[src/rtl/deserializer.sv]
// Serial-to-parallel collector for the MSB-first serializer stream.
// Optional idle flush of partial words when DESER_FLUSH_EN is defined.
module deserializer #(
  parameter int DATA_W       = 16,
  parameter int IDLE_TIMEOUT = 8,
  localparam int MOD_W       = $clog2(DATA_W)
) (
  input  logic              clk_i,
  input  logic              arst_n_i,
  input  logic              data_i,
  input  logic              data_val_i,
  output logic [DATA_W-1:0] deser_data_o,
  output logic [MOD_W-1:0]  deser_mod_o,
  output logic              deser_data_val_o,
  output logic              busy_o
);

  localparam logic [MOD_W:0] LAST = (MOD_W+1)'(DATA_W-1);
  localparam logic [MOD_W:0] FULL = (MOD_W+1)'(DATA_W);
  localparam logic [MOD_W:0] ONE  = (MOD_W+1)'(1);

  if (DATA_W < 2) begin : g_chk_w
    $error("DATA_W must be >= 2");
  end
  if (IDLE_TIMEOUT < 1) begin : g_chk_t
    $error("IDLE_TIMEOUT must be >= 1");
  end

  logic [DATA_W-1:0] shreg;
  logic [DATA_W-1:0] shreg_nx;
  logic [DATA_W-1:0] data_q;
  logic [DATA_W-1:0] word_nx;
  logic [MOD_W:0]    bit_cnt;
  logic [MOD_W:0]    cnt_nx;
  logic              val_q;
  logic              val_nx;
  logic              busy_q;
  logic              flush;
  logic              full;

`ifdef DESER_FLUSH_EN
  localparam int IW = $clog2(IDLE_TIMEOUT+1);
  localparam logic [IW-1:0] TMO = IW'(IDLE_TIMEOUT);
  localparam logic [IW-1:0] IONE = IW'(1);

  logic [IW-1:0]    idle_cnt;
  logic [IW-1:0]    idle_nx;
  logic [MOD_W-1:0] mod_q;

  assign flush = (idle_cnt == TMO) && (bit_cnt != '0);

  always_comb begin
    idle_nx = idle_cnt;
    if (data_val_i || bit_cnt == '0)
      idle_nx = '0;
    else if (idle_cnt != TMO)
      idle_nx = idle_cnt + IONE;
  end

  always_ff @(posedge clk_i or negedge arst_n_i) begin
    if (!arst_n_i) begin
      idle_cnt <= '0;
      mod_q    <= '0;
    end else begin
      idle_cnt <= idle_nx;
      if (val_nx)
        mod_q <= flush ? bit_cnt[MOD_W-1:0] : '0;
    end
  end

  assign deser_mod_o = mod_q;
`else
  assign flush       = 1'b0;
  assign deser_mod_o = '0;
`endif

  // A flush and a new bit in the same cycle: partial goes out, bit starts a new word
  always_comb begin
    shreg_nx = shreg;
    cnt_nx   = bit_cnt;
    word_nx  = data_q;
    val_nx   = 1'b0;
    full     = data_val_i && !flush && (bit_cnt == LAST);
    if (flush) begin
      word_nx = shreg << (FULL - bit_cnt);
      val_nx  = 1'b1;
      cnt_nx  = '0;
    end
    if (data_val_i) begin
      shreg_nx = {shreg[DATA_W-2:0], data_i};
      if (full) begin
        word_nx = shreg_nx;
        val_nx  = 1'b1;
        cnt_nx  = '0;
      end else begin
        cnt_nx = cnt_nx + ONE;
      end
    end
  end

  always_ff @(posedge clk_i or negedge arst_n_i) begin
    if (!arst_n_i) begin
      shreg   <= '0;
      bit_cnt <= '0;
      data_q  <= '0;
      val_q   <= 1'b0;
      busy_q  <= 1'b0;
    end else begin
      shreg   <= shreg_nx;
      bit_cnt <= cnt_nx;
      data_q  <= word_nx;
      val_q   <= val_nx;
      busy_q  <= (cnt_nx != '0);
    end
  end

  assign deser_data_o     = data_q;
  assign deser_data_val_o = val_q;
  assign busy_o           = busy_q;

endmodule
[config.mk]
export PLATFORM = sky130hd
export DESIGN_NAME = deserializer
export DESIGN_NICKNAME = d
export VERILOG_FILES = /design/src/rtl/deserializer.sv
export SDC_FILE = /design/constraint.sdc
export NUM_CORES = 1
export LEC_CHECK = 0
export BUFFER_PORTS_ARGS = -buffer_cell sky130_fd_sc_hd__clkbuf_2
export CORE_UTILIZATION = 54
export CTS_CLUSTER_DIAMETER = 120
export DETAILED_ROUTE_END_ITERATION = 8
export PLACE_DENSITY_LB_ADDON = 0.2
export SKIP_CTS_REPAIR_TIMING = 1
export SLEW_MARGIN = 20
export SYNTH_ARGS = -nofsm -noshare
export SYNTH_HDL_FRONTEND = slang
export SYNTH_SLANG_ARGS = --single-unit
[constraint.sdc]
create_clock -name clk_i -period 1.99 [get_ports clk_i]
set_input_delay 0.2985 -clock clk_i [delete_from_list [all_inputs] [get_ports clk_i]]
set_output_delay 0.2985 -clock clk_i [all_outputs]
set_load 0.05 [all_outputs]
==> impl_results.md <==
* Sink Count at 38
* Vias in the first global route at 904
* # placed instances at 181
* Routed WL at 2530 um
* Yosys reg bits at 38
* R2R Path Start: bit_cnt[1]$_DFF_PN0_
* Outcome: complete, but fails checks
* Largest family of logic cells by synthesized area: simple AND/OR/NAND/NOR gates
* DR vias at 958
* Largest net degree at the start of global routing at 39
* Setup CP Type: reg2reg
* Max Slew Vio Count at 0
* Buffers on Ports at 21
* CP Launch Type: flip-flop
* CP Buf/Inv Count at 1
* Clk pin slew, worst setup/hold paths at 0.12 ns
* RSZ-0062 raised after global routing: false
* Synth Cell Area at 1500 um^2
* Final antenna diode count at 0
* Total gr overflow at 0
* First-pass GRT wire length at 4010 um
* Fillers at 211
* Hold Crit Class: in2async
* DR pass1 iterations at 4
* Drt drc at 0
* Yosys warns at 0
* Mux contribution to synthesized area at 11.3%
* Die Wd at 54.7 um
* Xor and xnor area share after synthesis at 1.17%
* Std cell rows at 18
* Final GP Congestion at 0.725
* Worst EP required at 2.21 ns
* H-Tree Depth at 2
* Share of cells above drive strength 1 at 32.1%
* Critical path fanouts, max at 18
* Power per cell area at 1670 nW/um^2
* VDD IR max at 1.24 mV
* Die H at 54.7 um
* Final min period at 1.69 ns
* DR iter-0 viols at 8
* Final Core Density at 67.1%
* Via-per-instance ratio at 5.07
* Gr usage total at 20.3%
* Fmax achieved at 0.593 GHz
* Post-synthesis adder-cell area fraction at 0.833%
* Compound-Gate Fraction of Synth Area at 2.08%
* Lkg Pwr at 0.904 nW
* Worst path slowest cell: or4_1
* Post-Synth Simple-Gate Area at 16.5%
* Detailed-placement wirelength estimate at 1670 um
* Max_cap viols at 0
* Hold WS at -0.0244 ns
* Post-Synthesis Mean Instance Area at 11.4 um^2
* CTS Buf Count at 5
* CP Capture Type: flip-flop
* Seq/Total Area, Yosys at 63.3%
* Critical path data arrival time at 1.90 ns
* Skew final at 0.0135 ns
* Final hold vios at 31
* Tcrit/Tclk final at 84.8%
* Ports at 26
* Routed len/inst at 13.4 um
* CP Cell Sequence: ha_1, and4b_4, nand2_4, clkinv_4, nor2_2, or4_1
* Initial antenna violation count at 0
* Root buf cell: clkbuf_4
* P&R area growth vs syn at 13.7%
* CTS tree: built
* Clk Latency, worst-skew pair at 0.34 ns
* R2r worst-path depth at 6
* Final setup violation count at 0
* Core area at 2540 um^2
* ANT nets after route at 0
* Count of cell types in the netlist at 23
* Violated checks: negative hold slack
* Die area at 3000 um^2
* Critical path's largest stage delay at 0.51 ns
* Non-filler instance count after layout at 189
* Internal reg-to-reg setup slack at 0.30 ns
* RR Endpoint: busy_o$_DFF_PN0_
* Clk buf depth at 2
* Post-layout net count at 163
* Setup_tns at 0 ns
* Initial Utilization at 59.0%
* Cell count after synthesis at 132
* Crit path max-delay family: simple AND/OR/NAND/NOR gates
==> cells in the final DEF (no fill, tap or decap) <==
| cell type | instances |
|---|---|
| o21ai_1 | 1 |
| a21oi_1 | 1 |
| and4b_4 | 1 |
| nand2_4 | 1 |
| o22ai_1 | 1 |
| clkbuf_2 | 21 |
| clkinv_2 | 2 |
| mux2_2 | 15 |
| nor2_2 | 1 |
| inv_1 | 3 |
| dfrtp_1 | 38 |
| buf_4 | 3 |
| or4_1 | 1 |
| clkinv_4 | 1 |
| nor2_1 | 1 |
| conb_1 | 4 |
| ha_1 | 1 |
| xnor2_1 | 2 |
| nand4_1 | 1 |
| o21a_1 | 1 |
| nand3b_1 | 1 |
| nand2_1 | 51 |
| clkbuf_4 | 5 |
| a22oi_1 | 1 |
| bufinv_16 | 1 |
==> cell type report <==
cell class	instances	area [um^2]	share of cell area (%)
Timing Repair Buffer	24	128	7.48
Clock inverter	3	40.0	2.35
Sequential cell	38	951	55.7
Inverter	4	20.0	1.17
Clock buffer	5	37.5	2.20
Multi-Input combinational cell	85	493	28.9
Tap cell	30	37.5	2.20
==> per-layer routing <==
layer / track usage [%] / vias to the layer above / wire length [um]
met5: 0 / - / 0
met2: 33.3 / 20 / 1280
li1: - / 466 / -
met1: 23.1 / 467 / 1130
met3: 8.33 / 5 / 94
met4: 8.12 / 0 / 34
==> worst max path at each step <==
| stage | end | cells past startpoint | from | slack (ns) |
|---|---|---|---|---|
| finish | busy_o$_DFF_PN0_ | 6 | bit_cnt[1]$_DFF_PN0_ | 0.30 |
| global route | busy_o$_DFF_PN0_ | 6 | bit_cnt[1]$_DFF_PN0_ | 0.22 |
| CTS | busy_o$_DFF_PN0_ | 6 | bit_cnt[0]$_DFF_PN0_ | 0.30 |
| detailed placement | busy_o$_DFF_PN0_ | 6 | bit_cnt[0]$_DFF_PN0_ | 0.31 |
| global placement | busy_o$_DFF_PN0_ | 6 | bit_cnt[0]$_DFF_PN0_ | 0.35 |
| floorplan | busy_o$_DFF_PN0_ | 6 | bit_cnt[0]$_DFF_PN0_ | 0.41 |
==> where the power goes <==
group	leakage, nW	switching [W]	internal (W)
Sequential	0.475	0.000190	0.00106
Clock	0.0450	0.000252	0.000260
Combinational	0.385	0.000783	0.000301
==> cells by family after synthesis <==
logic type	Yosys count
XOR/XNOR	2
other	1
AND/OR/NAND/NOR	58
multiplexers	15
AO/OA/AOI/OAI	5
adder cells (fa/ha/maj)	1
flip-flops	38
buffers and inverters	12
==> sequential cells by signal (all words and copies together), names as in the netlist <==
name	cells
shreg	15
deser_data_val_o	1
deser_data_o	16
busy_o	1
bit_cnt	5
==> stage by stage <==
stage | hold slack, ns | instance area [um^2] | power [W] | setup WS (ns)
final | -0.0244 | 1710 | 0.00285 | 0.302
after global routing | 0.00639 | 1710 | 0.00303 | 0.216
after CTS | -0.00915 | 1710 | 0.00287 | 0.296
after detailed placement | 0.369 | 1630 | 0.00236 | 0.310
after floorplan | 0.00291 | 1510 | 0.00209 | 0.415
after global placement | 0.366 | 1630 | 0.00231 | 0.346
==> synthesized netlist by cell type <==
library cell / count / area [um^2]
nand4_1: 1 / 6.26
inv_1: 3 / 11.3
clkinv_4: 1 / 8.76
xnor2_1: 2 / 17.5
conb_1: 1 / 3.75
clkbuf_1: 1 / 3.75
mux2_2: 15 / 169
ha_1: 1 / 12.5
o21a_1: 1 / 7.51
o21ai_1: 1 / 5.00
or4_1: 1 / 7.51
nor2_1: 1 / 3.75
o22ai_1: 1 / 6.26
nand3b_1: 1 / 7.51
buf_4: 4 / 30.0
a22oi_1: 1 / 7.51
nor2_2: 1 / 6.26
nand2_1: 51 / 191
buf_2: 3 / 15.0
a21oi_1: 1 / 5.00
and4b_4: 1 / 13.8
dfrtp_1: 38 / 951
nand2_4: 1 / 11.3
(Power assumes the default switching activity.)
